[config.mk]
export PLATFORM = sky130hd
export DESIGN_NAME = banco_registradores
export DESIGN_NICKNAME = d
export VERILOG_FILES = /design/src/rtl/sap1_pkg.sv /design/src/rtl/reg_op_alu.sv /design/src/rtl/banco_registradores.sv
export SDC_FILE = /design/constraint.sdc
export NUM_CORES = 1
export LEC_CHECK = 0
export ABC_AREA = 1
export BUFFER_PORTS_ARGS = -buffer_cell sky130_fd_sc_hd__buf_4
export CELL_PAD_IN_SITES_DETAIL_PLACEMENT = 1
export CELL_PAD_IN_SITES_GLOBAL_PLACEMENT = 1
export CORE_MARGIN = 2
export CORE_UTILIZATION = 37
export CTS_BUF_LIST = sky130_fd_sc_hd__clkbuf_4 sky130_fd_sc_hd__clkbuf_8
export DETAILED_ROUTE_END_ITERATION = 8
export PLACE_DENSITY_LB_ADDON = 0.08
export SYNTH_ARGS = -nofsm -noshare
export SYNTH_HDL_FRONTEND = slang
export SYNTH_SLANG_ARGS = --single-unit
[constraint.sdc]
create_clock -name CLK -period 2.5 [get_ports CLK]
set_input_delay 0.125 -clock CLK [delete_from_list [all_inputs] [get_ports CLK]]
set_output_delay 0.125 -clock CLK [all_outputs]
set_load 0.05 [all_outputs]
[src/rtl/sap1_pkg.sv]
// Shared definitions for the SAP-1 derived datapath blocks: opcode encoding
// for the in-place register operations.
package sap1_pkg;

  localparam logic [1:0] OP_LOAD = 2'b00;
  localparam logic [1:0] OP_INC  = 2'b01;
  localparam logic [1:0] OP_DEC  = 2'b10;
  localparam logic [1:0] OP_SHL  = 2'b11;

endpackage : sap1_pkg

[src/rtl/reg_op_alu.sv]
// Combinational next-value logic for one register: given the current value,
// the opcode and the input data, produce the new register value and the
// carry / borrow / shift-out bit.
module reg_op_alu
  import sap1_pkg::*;
#(
  parameter int WIDTH = 8
) (
  input  logic [WIDTH-1:0] reg_in,
  input  logic [1:0]       op,
  input  logic [WIDTH-1:0] entrada,
  output logic [WIDTH-1:0] reg_next,
  output logic             cout_next
);

  // Select the operation result and its carry-out bit.
  always_comb begin
    reg_next  = reg_in;
    cout_next = 1'b0;
    case (op)
      OP_LOAD: begin
        reg_next  = entrada;
        cout_next = 1'b0;
      end
      OP_INC: begin
        {cout_next, reg_next} = {1'b0, reg_in} + {{WIDTH{1'b0}}, 1'b1};
      end
      OP_DEC: begin
        reg_next  = reg_in - {{(WIDTH-1){1'b0}}, 1'b1};
        cout_next = (reg_in == {WIDTH{1'b0}});
      end
      OP_SHL: begin
        reg_next  = {reg_in[WIDTH-2:0], entrada[0]};
        cout_next = reg_in[WIDTH-1];
      end
      default: begin
        reg_next  = reg_in;
        cout_next = 1'b0;
      end
    endcase
  end

endmodule : reg_op_alu

[src/rtl/banco_registradores.sv]
// Register bank derived from the SAP-1 B register: DEPTH registers of WIDTH
// bits, each modified in place (load/inc/dec/shl), with an ULA read port
// (optionally bypassed) and a gated bus read port.
module banco_registradores
  import sap1_pkg::*;
#(
  parameter int WIDTH  = 8,
  parameter int DEPTH  = 4,
  parameter int BYPASS = 0
) (
  input  logic                     CLK,
  input  logic                     CLR_n,
  input  logic                     Lb,
  input  logic [1:0]               op,
  input  logic [$clog2(DEPTH)-1:0] sel_esc,
  input  logic [WIDTH-1:0]         entrada,
  input  logic [$clog2(DEPTH)-1:0] sel_ula,
  output logic [WIDTH-1:0]         para_ula,
  input  logic                     Eb,
  input  logic [$clog2(DEPTH)-1:0] sel_bus,
  output logic [WIDTH-1:0]         saida_bus,
  output logic                     valido_ula,
  output logic                     cout,
  output logic                     zero
);

  logic [WIDTH-1:0] regs_q [DEPTH];
  logic [DEPTH-1:0] valid_q;
  logic             cout_q;

  logic [WIDTH-1:0] reg_d;
  logic             cout_d;
  logic             bypass_hit_s;

  reg_op_alu #(.WIDTH(WIDTH)) u_reg_op_alu (
    .reg_in    (regs_q[sel_esc]),
    .op        (op),
    .entrada   (entrada),
    .reg_next  (reg_d),
    .cout_next (cout_d)
  );

  // Storage, valid bits and carry flop; only the addressed register changes.
  always_ff @(posedge CLK or negedge CLR_n) begin
    if (!CLR_n) begin
      for (int i = 0; i < DEPTH; i++) begin
        regs_q[i] <= {WIDTH{1'b0}};
      end
      valid_q <= {DEPTH{1'b0}};
      cout_q  <= 1'b0;
    end else if (Lb) begin
      regs_q[sel_esc]  <= reg_d;
      valid_q[sel_esc] <= 1'b1;
      cout_q           <= cout_d;
    end
  end

  // Forwarding only when a write will really happen at the next edge, so a
  // reset in progress never leaks pending write data onto para_ula.
  assign bypass_hit_s = (BYPASS != 0) && Lb && CLR_n && (sel_ula == sel_esc);

  // Read muxes: ULA port (with optional forwarding) and the gated bus port.
  always_comb begin
    para_ula = regs_q[sel_ula];
    if (bypass_hit_s) begin
      para_ula = reg_d;
    end else begin
      para_ula = regs_q[sel_ula];
    end
    if (Eb) begin
      saida_bus = regs_q[sel_bus];
    end else begin
      saida_bus = {WIDTH{1'b0}};
    end
  end

  assign valido_ula = valid_q[sel_ula];
  assign cout       = cout_q;
  assign zero       = (para_ula == {WIDTH{1'b0}});

endmodule : banco_registradores
# Word-level counts from Yosys, hierarchy flattened
# Index checks and enable logic that the tools add are counted.
[totals] word_cells=46 register_bits=37 output_inout_bits=19
[classes] n_reduce_logical=5 muxes=19 bitwise=4 eq_ne=3 add_sub_neg=2 magnitude_cmp=7
[ops] op="$mux 8" count=8
[ops] op="$bmux 8 s2" count=3
[ops] op="$bwmux 32" count=1
[ops] op="$pmux 8 s4" count=1
[ops] op="$demux 8 s2" count=1
[ops] op="$logic_not 8->1" count=2
[ops] op="$add 8x1->9 const B" count=1
[ops] op="$ge 3x3->1 const B" count=3
[ops] op="$not 2->3" count=3
[ops] op="$sub 8x1->8 const B" count=1
[ops] op="$lt 2x3->1 const B" count=2
[ops] op="$eq 2x2->1 const B" count=2
[ops] op="$or 4x4->4" count=1
[ops] op="$pmux 1 s4" count=1
[ops] op="$lt 3x1->1 const B" count=1
[ops] op="$bmux 1 s2" count=1
[ops] op="$demux 1 s2" count=1
[ops] op="$eq 2x1->1 const B" count=1
[ops] op="$ge 2x1->1 const B" count=1
[ops] op="$logic_and 1x1->1" count=2
[ops] op="$logic_not 2->1" count=1
[ops] op="$mux 1" count=2

# Depth between registers and ports, before layout
# Gate-level depths: netlist (run 1).
[depth] ltp_word=7 mapped_depth=15

# Modules after synthesis
# A second synthesis (run 1) with hierarchy kept.
[unflattened] hier_cells=418 hier_area_um2=2819.0
[modules_own_cells] module="banco_registradores" area_each_um2=2255.9 instances=1 cells_each=305 seq_area_each_um2=925.9
[modules_own_cells] module="reg_op_alu" area_each_um2=563.0 instances=1 cells_each=113 seq_area_each_um2=0.0

# Worst setup path after synthesis (run 1)
# Ideal clock, no wire load.
[synth_timing] path_kind="flip-flop to output port" start="reg regs_q[14] (netlist bit)" end="out zero" slack_ns=-0.054 required_ns=2.375 path_stages_with_launch=5 arrival_ns=2.429 path_cell_list="dfrtp_1 -> o21ai_0 -> o22ai_1 -> nor4_1 -> nor3b_1"
[synth_between] elab_chain_len=4
[synth_lines] element="start, declared" line="banco_registradores.sv:27" source="logic [WIDTH-1:0] regs_q [DEPTH];"
[synth_lines] element="start signal, assigned by index" line="banco_registradores.sv:47" source="regs_q[i] <= {WIDTH{1'b0}};"
[synth_lines] element="start signal, assigned by index" line="banco_registradores.sv:52" source="regs_q[sel_esc] <= reg_d;"
[synth_lines] element="$bmux 8 s2" line="banco_registradores.sv:68" source="para_ula = regs_q[sel_ula];"
[synth_lines] element="$mux 8 (not written as such) (2 in series)" line="banco_registradores.sv:68"
[synth_lines] element="via para_ula[6]" line="banco_registradores.sv:18" source="output logic [WIDTH-1:0] para_ula,"
[synth_lines] element="$logic_not 8->1" line="banco_registradores.sv:79" source="assign zero = (para_ula == {WIDTH{1'b0}});"
[synth_lines] element="end, declared" line="banco_registradores.sv:24" source="output logic zero"
# The timed path passes the listed nets, and every way through them passes these cells. The select of a mux whose other input is x is not followed.

# Worst setup path in the final report (run 1)
[layout_timing] start="reg regs_q[21] (netlist bit)" end="out zero"
[layout_between] elab_chain_len=4
[layout_lines] element="$bmux 8 s2" line="banco_registradores.sv:68"
[layout_lines] element="$mux 8 (not written as such) (2 in series)" line="banco_registradores.sv:68"
[layout_lines] element="$logic_not 8->1" line="banco_registradores.sv:79"
# Every way passes these cells. The select of a mux whose other input is x is not followed.

==> results.py, run 1 <==
metrics = {
    "outcome": {
        "status": "completed",
    },
    "clock_network": {
        "cts-root-buf": "clkbuf_8",
        "clock_path_buffers": 2,
        "cts_buffers": 5,
        "numClockSinks": 37,
        "postCtsSetupBuffers": 0,
        "clk_latency_ns": 0.29,
        "htreeDepth": 2,
        "cts_tree": "yes",
        "cts.clk_slew.worst_paths_ns": 0.07,
    },
    "power": {
        "p_per_area_nw_per_um2": 687.5,
        "p_comb_share_pct": 43.6,
        "clkPwrFrac_pct": 18.6,
        "seqPwrFrac_pct": 37.8,
        "fin_total_pwr_mw": 2.419,
        "internal_power_mw": 1.275,
        "vdd_drop_max_mv": 0.3323,
        "switchingPower_mw": 1.144,
        "swShare_pct": 47.30,
        "power_leakage_nw": 1.775,
    },
    "route": {
        "vias": 3457,
        "wl_per_cell_um": 18.59,
        "drc_errors": 0,
        "wirelength_mm": 11.84,
        "drtAntennaViolNets": 0,
        "viasPerCell": 5.427,
        "drt-initial-drc-count": 150,
        "dr.pass1.iters": 4,
    },
    "setup_path": {
        "start_kind": "register",
        "cp.required_ns": 2.38,
        "path_class": "reg -> out",
        "worstPathArrival_ns": 1.85,
        "critPathMaxFanout": 5,
        "r2r_setup_slack_ns": 0.54,
        "endpoint_kind": "primary output",
    },
    "placed_design": {
        "gp_congestion": 0.9209,
        "numPortBuffers": 38,
        "dp_hpwl_mm": 8.927,
        "postPlaceCellArea_sq_um": 3418,
    },
    "floorplan": {
        "die-area_sq_um": 9036,
        "core-area_sq_um": 8134,
        "die_h_um": 95.06,
        "io_pins": 39,
        "rows": 33,
        "start_util_pct": 37.72,
        "die_x_um": 95.06,
    },
    "timing": {
        "rsz0062_at_grt": "false",
        "skew_ns": 0.005360,
        "finalMaxSlewViolations": 0,
        "hold_viol": 0,
        "setup_tns_ns": 0,
        "tightest_slew_ns": 0.5185,
        "fin_crit_sh_pct": 79.10,
        "max_freq_mhz": 505.7,
        "slew_headroom_pct": 65.43,
        "finalSetupViolCount": 0,
        "fin_crit_ns": 1.978,
    },
    "logic_synthesis": {
        "syn_nets": 520,
        "ys_seq_area_share_pct": 30.18,
        "synth.cell_area_sq_um": 3068,
        "synth_warnings": 0,
        "synth_cell_type_count": 29,
        "ys_ff_latch": 37,
        "avgSynthCellArea_sq_um": 6.173,
        "netlist_instances": 497,
    },
    "grt": {
        "grtUsageTotal_pct": 28.18,
        "grt_antenna_before_repair": 0,
        "grt_max_degree": 38,
        "grt_first_pass_wirelength_mm": 19.13,
        "grt_pass1_vias": 3542,
        "grt_overflow": 0,
    },
    "hold_path": {
        "worstHoldPathType": "in -> reg",
    },
    "finish": {
        "diodes": 0,
        "final_area_sq_um": 3518,
        "drive_above_1_share_pct": 16.73,
        "final_cell_mix": "nand2_1 (176), nand3_1 (59), buf_4 (43), nor2_1 (41), o21ai_0 (40)",
        "area_delta_synth_final_pct": 14.68,
        "layout_commonest_cell": "nand2_1",
        "fin_nets": 555,
    },
    "run": {
        "cap_viol_max_count": 0,
    },
}
-- layer usage --
metal / global-route usage, % / routed length (um) / up-vias
met5: 0 / 0 / -
met4: 9.179 / 299 / 0
met3: 4.506 / 669 / 19
met2: 47.12 / 5777 / 79
met1: 37.13 / 5098 / 1681
li1: - / - / 1678
-- critical path, cell delays in order (launching register included) --
cell,delay (ns)
dfrtp_1,0.47
nand2_1,0.09
nand2_1,0.04
o21ai_0,0.19
inv_1,0.08
nor4_1,0.27
nor3b_2,0.21
buf_4,0.22
-- cell type report --
class | instances | area [sq um]
repair buffers | 44 | 332.8
clock inverters | 1 | 7.507
multi-input cells | 399 | 1869
flip-flops and latches | 37 | 925.9
well taps | 105 | 131.4
clock buffers | 6 | 82.58
fillers | 1114 | 4616
inverters | 45 | 168.9
-- flip-flops by register name, indices dropped and copies added, names as in the netlist --
name and cells:
valid_q 4, regs_q 32, cout 1
-- synthesized netlist by cell type (all sizes together) --
cell type / number / area [sq um]
dfrtp: 37 / 925.9
nand4: 3 / 18.77
nand2: 182 / 698.2
clkinv: 1 / 3.750
or2: 11 / 68.82
buf: 10 / 86.32
inv: 44 / 165.2
xor2: 1 / 8.760
o22ai: 5 / 31.28
o31ai: 1 / 12.51
o21ai: 43 / 215.2
a32o: 4 / 40.04
nand3: 63 / 335.3
nor2: 53 / 239.0
a21oi: 26 / 130.1
nor3b: 1 / 7.510
o211ai: 2 / 15.01
ha: 3 / 37.54
nor4: 1 / 6.260
clkbuf: 6 / 22.52
-- timing repair --
action,4_1_cts,5_1_grt
endpoints found under the hold margin,37,0
hold buffers,1,0
gates resized for setup,0,0
-- worst paths after layout --
check                           start    endpoint  depth (start not counted)
max                        regs_q[21]        zero                          7
min                                Lb        cout                          3
max reg2reg                 regs_q[8]  regs_q[30]                         13
min reg2reg                valid_q[2]  valid_q[2]                          1
max in group asynchronous       CLR_n   regs_q[5]                          2
min in group asynchronous       CLR_n  regs_q[27]                          2
-- power by group through the flow --
| stage | clock (mW) | combinational [mW] | sequential, mW |
|---|---|---|---|
| 6_report | 0.450 | 1.05 | 0.914 |
| 5_1_grt | 0.494 | 1.18 | 0.934 |
| 4_1_cts | 0.466 | 1.06 | 0.910 |
| 3_5_place_dp | 0 | 1.05 | 0.920 |
| 3_3_place_gp | 0 | 1.02 | 0.921 |
| 2_1_floorplan | 0 | 0.755 | 0.844 |
-- cells by family (layout without fill, tap and decap cells) --
logic type / Yosys count / in the layout / synth area share (%)
AOI/OAI and AO/OA: 81 / 81 / 14.48
xor gates and xnor gates: 1 / 1 / 0.2855
adders and majority gates: 3 / 3 / 1.224
buffers and inverters: 61 / 96 / 9.053
DFF: 37 / 37 / 30.18
and+or+nand+nor: 314 / 314 / 44.78
-- through the flow --
step	std cells	util (%)	setup slack [ns]	hold slack, ns
detailed placement	629	42.02	0.2817	0.1369
finish	637	43.25	0.5225	0.1138
CTS	637	43.25	0.4901	0.1205
global route	637	43.25	0.2420	0.1598
global placement	629	42.02	0.4173	0.1293
floorplan	497	-	0.4424	-0.1706
Note: power is estimated with default switching activity, not from simulation.
==> run 2, diff against run 1 <==
--- a/config.mk
+++ b/config.mk
@@ -5,7 +5,7 @@
 export SDC_FILE = /design/constraint.sdc
 export NUM_CORES = 1
 export LEC_CHECK = 0
-export ABC_AREA = 1
+export ABC_AREA = 0
 export BUFFER_PORTS_ARGS = -buffer_cell sky130_fd_sc_hd__buf_4
 export CELL_PAD_IN_SITES_DETAIL_PLACEMENT = 1
 export CELL_PAD_IN_SITES_GLOBAL_PLACEMENT = 1
==> constraint.sdc (replaced) <==
create_clock -name CLK -period 1.6 [get_ports CLK]
set_input_delay 0.08 -clock CLK [delete_from_list [all_inputs] [get_ports CLK]]
set_output_delay 0.08 -clock CLK [all_outputs]
set_load 0.05 [all_outputs]
==> results.py, run 2 <==
metrics = {
    "logic_synthesis": {
        "syn_nets": 293,
        "yosysMostFrequentCell": "nor2_1",
        "synth_area_leader_cell": "dfrtp_1",
        "synth_top_flop_cell": "dfrtp_1",
        "ys_seq_area_share_pct": 34.71,
        "synth_edf_count": 0,
        "ys_ff_latch": 37,
        "postSynth.asyncResetShare_pct": 100.0,
        "synth_warnings": 0,
        "synth_cell_type_count": 46,
        "synth_top_area_share_pct": 34.71,
        "synth_commonest_cells": "nor2_1 (43), dfrtp_1 (37), mux4_2 (25)",
        "netlist_instances": 270,
        "avgSynthCellArea_sq_um": 9.880,
        "synth.cell_area_sq_um": 2668,
        "synth_area_leaders": "dfrtp_1 (35%), mux4_2 (21%), nor2_1 (6.1%), o21ai_0 (3.6%), a31oi_1 (3.5%)",
    },
    "timing": {
        "max_freq_mhz": 441.1,
        "fin_crit_sh_pct": 141.7,
        "hold_viol": 0,
        "setup_tns_ns": -18.19,
        "rsz0062_at_grt": "true",
        "tightest_slew_ns": 0.6734,
        "finalSetupViolCount": 46,
        "hold_ws_ns": 0.07705,
        "slew_headroom_pct": 55.02,
        "skew_ns": 0.009918,
        "fin_crit_ns": 2.267,
        "finalMaxSlewViolations": 0,
        "worst_slack_ns": -0.6673,
    },
    "route": {
        "drtAntennaViolNets": 0,
        "vias": 2825,
        "drt-initial-drc-count": 115,
        "wirelength_mm": 10.77,
        "drc_errors": 0,
        "viasPerCell": 5.777,
        "wl_per_cell_um": 22.02,
        "dr.pass1.iters": 4,
    },
    "setup_path": {
        "worstPathArrival_ns": 2.47,
        "worstPathCellList": "mux4_2, buf_6, or3_4, a2111oi_4, nor2_1, a21oi_1",
        "critPathMaxFanout": 4,
        "start_kind": "register",
        "max_stage_delay_ns": 0.55,
        "endpoint_kind": "register",
        "cp.required_ns": 1.80,
        "critPathTopFamily": "compound AO/OA/AOI/OAI gates",
        "crit_slowest_cell": "mux4_2",
        "path_buf_inv": 1,
        "path_class": "reg -> reg",
    },
    "grt": {
        "grtUsageTotal_pct": 27.06,
        "grt_antenna_before_repair": 0,
        "grt_max_degree": 38,
        "grt_overflow": 0,
        "grt_first_pass_wirelength_mm": 15.65,
        "grt_pass1_vias": 3001,
    },
    "run": {
        "cap_viol_max_count": 0,
    },
    "power": {
        "power_leakage_nw": 1.827,
        "vdd_drop_max_mv": 0.5473,
        "fin_total_pwr_mw": 5.607,
        "p_per_area_nw_per_um2": 1295,
    },
    "hold_path": {
        "worstHoldPathType": "in -> reg",
    },
    "floorplan": {
        "core-area_sq_um": 6869,
        "die-area_sq_um": 7905,
        "die_x_um": 88.91,
        "start_util_pct": 38.83,
        "io_pins": 39,
        "die_h_um": 88.91,
        "rows": 30,
    },
    "clock_network": {
        "cts_tree": "yes",
        "clk_latency_ns": 0.29,
        "numClockSinks": 37,
        "clock_path_buffers": 2,
        "cts_buffers": 5,
        "cts-root-buf": "clkbuf_8",
        "htreeDepth": 2,
        "cts.clk_slew.worst_paths_ns": 0.07,
    },
    "finish": {
        "diodes": 0,
        "area_delta_synth_final_pct": 62.34,
        "largest_reg_flops": 32,
        "layout_commonest_cell": "buf_4",
        "max_flop_register": "regs_q",
        "fin_nets": 416,
        "drive_above_1_share_pct": 55.73,
        "final_cell_mix": "buf_4 (89), nor2_1 (41), dfrtp_1 (37), buf_6 (34), mux4_2 (25)",
    },
    "outcome": {
        "failed_checks": "setup timing",
        "status": "complete, but fails checks",
    },
    "placed_design": {
        "gp_congestion": 0.8330,
        "dp_hpwl_mm": 7.358,
        "pre_cts_ws_ns": -0.6333,
        "numPortBuffers": 38,
    },
}
run 2: layer usage:
metal / wire length [um] / vias to the layer above / part of all wire [%] / track usage, %
li1: - / 1250 / - / -
met4: 234 / 0 / 2.2 / 11.29
met2: 5792 / 94 / 54 / 48.78
met1: 4332 / 1459 / 40 / 32.21
met5: 0 / - / 0 / 0
met3: 407 / 22 / 3.8 / 3.878
run 2: repair_timing:
item,CTS,global route
hold buffers,1,0
setup endpoints to repair,47,48
endpoints found under the hold margin,37,0
buffers inserted,13,17
pin swaps,19,28
gates resized for setup,86,38
run 2: path summary, 6_finish.rpt:
path / slack (ns) / cells past startpoint / endpoint / startpoint
worst min register to register: 0.49 / 1 / valid_q[0] / valid_q[0]
worst max register to register: -0.67 / 6 / regs_q[27] / regs_q[1]
worst max-delay path: -0.67 / 6 / regs_q[27] / regs_q[1]
worst min-delay path: 0.08 / 2 / cout / Lb
min in group asynchronous: 0.29 / 2 / regs_q[26] / CLR_n
max in group asynchronous: 0.95 / 2 / regs_q[1] / CLR_n
run 2: cell type report:
type | instances | area, sq um
Clock buffer | 7 | 90.09
Fill cell | 753 | 2539
Inverter | 5 | 23.77
Multi-Input combinational cell | 207 | 1914
Sequential cell | 37 | 925.9
Tap cell | 96 | 120.1
Timing Repair Buffer | 137 | 1256
run 2: per-stage QoR:
stage / util [%] / area [sq um] / instances
3_3_place_gp: 51.71 / 3552 / 453
3_5_place_dp: 51.71 / 3552 / 453
6_report: 63.04 / 4330 / 489
4_1_cts: 58.80 / 4039 / 473
2_1_floorplan: - / 2735 / 270
5_1_grt: 63.04 / 4330 / 489
run 2: kinds of logic (layout without fill, tap and decap cells):
group,count (synthesis),after routing,share of synthesized area (%)
and+or+nand+nor,113,113,21.34
buffers and inverters,26,149,4.409
AOI/OAI and AO/OA,60,60,14.78
muxes,28,28,22.37
adders and majority gates,3,3,1.407
xor gates and xnor gates,3,3,0.9852
DFF,37,37,34.71
run 2: report_power, final:
group	switching, mW	internal, mW
Clock	0.314	0.359
Combinational	1.78	1.86
Sequential	0.157	1.14
Total	2.25	3.36
==> run 3, diff against run 2 <==
--- a/config.mk
+++ b/config.mk
@@ -16,4 +16,5 @@
 export PLACE_DENSITY_LB_ADDON = 0.08
 export SYNTH_ARGS = -nofsm -noshare
 export SYNTH_HDL_FRONTEND = slang
+export SYNTH_HIERARCHICAL = 1
 export SYNTH_SLANG_ARGS = --single-unit
==> results.py, run 3 <==
metrics = {
    "floorplan": {
        "die_x_um": 88.41,
        "core-area_sq_um": 6832,
        "die_h_um": 88.41,
        "rows": 30,
        "die-area_sq_um": 7816,
        "io_pins": 39,
        "start_util_pct": 38.59,
    },
    "route": {
        "wirelength_mm": 9.404,
        "drc_errors": 0,
        "wl_per_cell_um": 22.71,
        "wl_met3_um": 157,
        "met2WireLength_mm": 5.125,
        "dr.pass1.iters": 4,
        "drt-initial-drc-count": 96,
        "highest_layer": "met4",
        "m1WireLength_mm": 3.895,
        "drtAntennaViolNets": 0,
        "vias": 2274,
        "viasPerCell": 5.493,
    },
    "logic_synthesis": {
        "synth_warnings": 6,
        "synth_top_area_share_pct": 35.12,
        "ys_seq_area_share_pct": 35.12,
        "yosysMostFrequentCell": "dfrtp_1",
        "syn_nets": 226,
        "postSynth.asyncResetShare_pct": 100.0,
        "ys_ff_latch": 37,
        "synth_area_leader_cell": "dfrtp_1",
        "synth_edf_count": 0,
        "synth_commonest_cells": "dfrtp_1 (37), mux2_2 (34), mux4_2 (23)",
        "synth_top_flop_cell": "dfrtp_1",
        "avgSynthCellArea_sq_um": 12.92,
        "synth_cell_type_count": 52,
        "synth.cell_area_sq_um": 2636,
        "netlist_instances": 204,
        "synth_area_leaders": "dfrtp_1 (35%), mux4_2 (20%), mux2_2 (15%), mux4_1 (3.0%), and2_1 (2.1%)",
    },
    "timing": {
        "max_freq_mhz": 402.2,
        "worst_slack_ns": -0.8862,
        "rsz0062_at_grt": "true",
        "fin_crit_sh_pct": 155.4,
        "slew_headroom_pct": 57.36,
        "tightest_slew_ns": 0.6377,
        "skew_ns": 0.008773,
        "fin_crit_ns": 2.486,
        "finalMaxSlewViolations": 0,
        "hold_viol": 0,
        "hold_ws_ns": 0.08436,
        "finalSetupViolCount": 44,
    },
    "setup_path": {
        "endpoint_kind": "register",
        "start_kind": "register",
        "critPathMaxFanout": 5,
        "path_class": "reg -> reg",
        "cp.required_ns": 1.83,
        "worstPathArrival_ns": 2.71,
    },
    "grt": {
        "grtUsageTotal_pct": 25.03,
        "grt_antenna_before_repair": 0,
        "grt_max_degree": 38,
        "grt_pass1_vias": 2571,
        "grt_first_pass_wirelength_mm": 14.32,
        "grt_overflow": 0,
    },
    "power": {
        "vdd_drop_max_mv": 1.031,
        "p_per_area_nw_per_um2": 1958,
        "fin_total_pwr_mw": 7.975,
        "power_leakage_nw": 1.768,
    },
    "finish": {
        "diodes": 0,
        "area_delta_synth_final_pct": 54.53,
        "stdcell_count": 414,
        "largest_reg_flops": 32,
        "max_flop_register": "regs_q",
        "fin_nets": 340,
        "drive_above_1_share_pct": 69.18,
        "layout_commonest_cell": "buf_4",
        "final_area_sq_um": 4074,
        "final_cell_mix": "buf_4 (78), dfrtp_1 (37), buf_6 (27), mux4_2 (25), mux2_2 (19)",
    },
    "outcome": {
        "status": "complete, but fails checks",
        "failed_checks": "setup timing",
    },
    "placed_design": {
        "postPlaceCellArea_sq_um": 3527,
        "dp_hpwl_mm": 6.732,
        "gp_congestion": 0.8415,
        "dpl.cell_count": 393,
        "numPortBuffers": 38,
        "pre_cts_ws_ns": -0.8855,
    },
    "clock_network": {
        "cts-root-buf": "clkbuf_8",
        "clock_path_buffers": 2,
        "clk_latency_ns": 0.28,
        "htreeDepth": 2,
        "cts_buffers": 5,
        "cts.clk_slew.worst_paths_ns": 0.07,
        "numClockSinks": 37,
        "cts_tree": "yes",
    },
    "run": {
        "cap_viol_max_count": 0,
    },
    "hold_path": {
        "worstHoldPathType": "in -> reg",
    },
}
run 3: area by class of cell:
| cell class | count | area, sq um |
|---|---|---|
| fill | 703 | 2758 |
| multi-input combinational | 148 | 1772 |
| timing repair buffer | 123 | 1155 |
| sequential | 37 | 925.9 |
| tap | 96 | 120.1 |
| clock buffer | 7 | 90.09 |
| inverter | 3 | 11.26 |
run 3: path summary, 6_finish.rpt:
path,from,end,slack [ns],depth (start not counted)
min in group asynchronous,CLR_n,regs_q[25],0.33,2
worst max register to register,regs_q[8],regs_q[20],-0.89,8
worst max-delay path,regs_q[8],regs_q[20],-0.89,8
worst min register to register,valid_q[2],valid_q[2],0.48,1
max in group asynchronous,CLR_n,regs_q[9],0.93,2
worst min-delay path,Lb,cout,0.08,2
run 3: metrics by stage:
stage	setup TNS (ns)	util (%)
4_1_cts	-23.22	56.79
6_report	-24.11	59.63
3_3_place_gp	-19.00	51.63
2_1_floorplan	-15.14	-
5_1_grt	-26.94	59.63
3_5_place_dp	-21.86	51.63
run 3: power by group:
group / internal [mW] / total (mW) / switching (mW)
Combinational: 3.12 / 5.69 / 2.57
Clock: 0.359 / 0.679 / 0.320
Sequential: 1.33 / 1.61 / 0.274
Total: 4.81 / 7.98 / 3.16
run 3: cell families after synthesis:
group	count (synthesis)	share of synthesized area, %
flops	37	35.12
mux	62	37.97
xor+xnor	4	1.329
fa+ha+maj	2	0.9491
compound gates	27	7.404
buf+inv	19	4.556
simple gates	53	12.67
run 3: what timing repair did:
item                       in CTS  in global routing
hold endpoints to repair       37                  0
setup endpoints to repair      46                 50
pin swaps                      15                  7
resized for setup              63                 35
buffers inserted                6                 18
hold buffers                    1                  0
run 3: layer usage:
metal  track usage, %  vias up
met4            6.336        0
met2            46.96       42
met5                0        -
li1                 -     1018
met3            2.425       16
met1            30.79     1198
run 3: worst max-delay path, cell delays in order (launching register included):
cell and delay [ns]:
dfrtp_1 0.40, mux4_2 0.57, inv_2 0.12, ha_4 0.13, nor3b_4 0.25, mux2_2 0.36
nand2_1 0.07, o311a_1 0.31, mux2_2 0.21
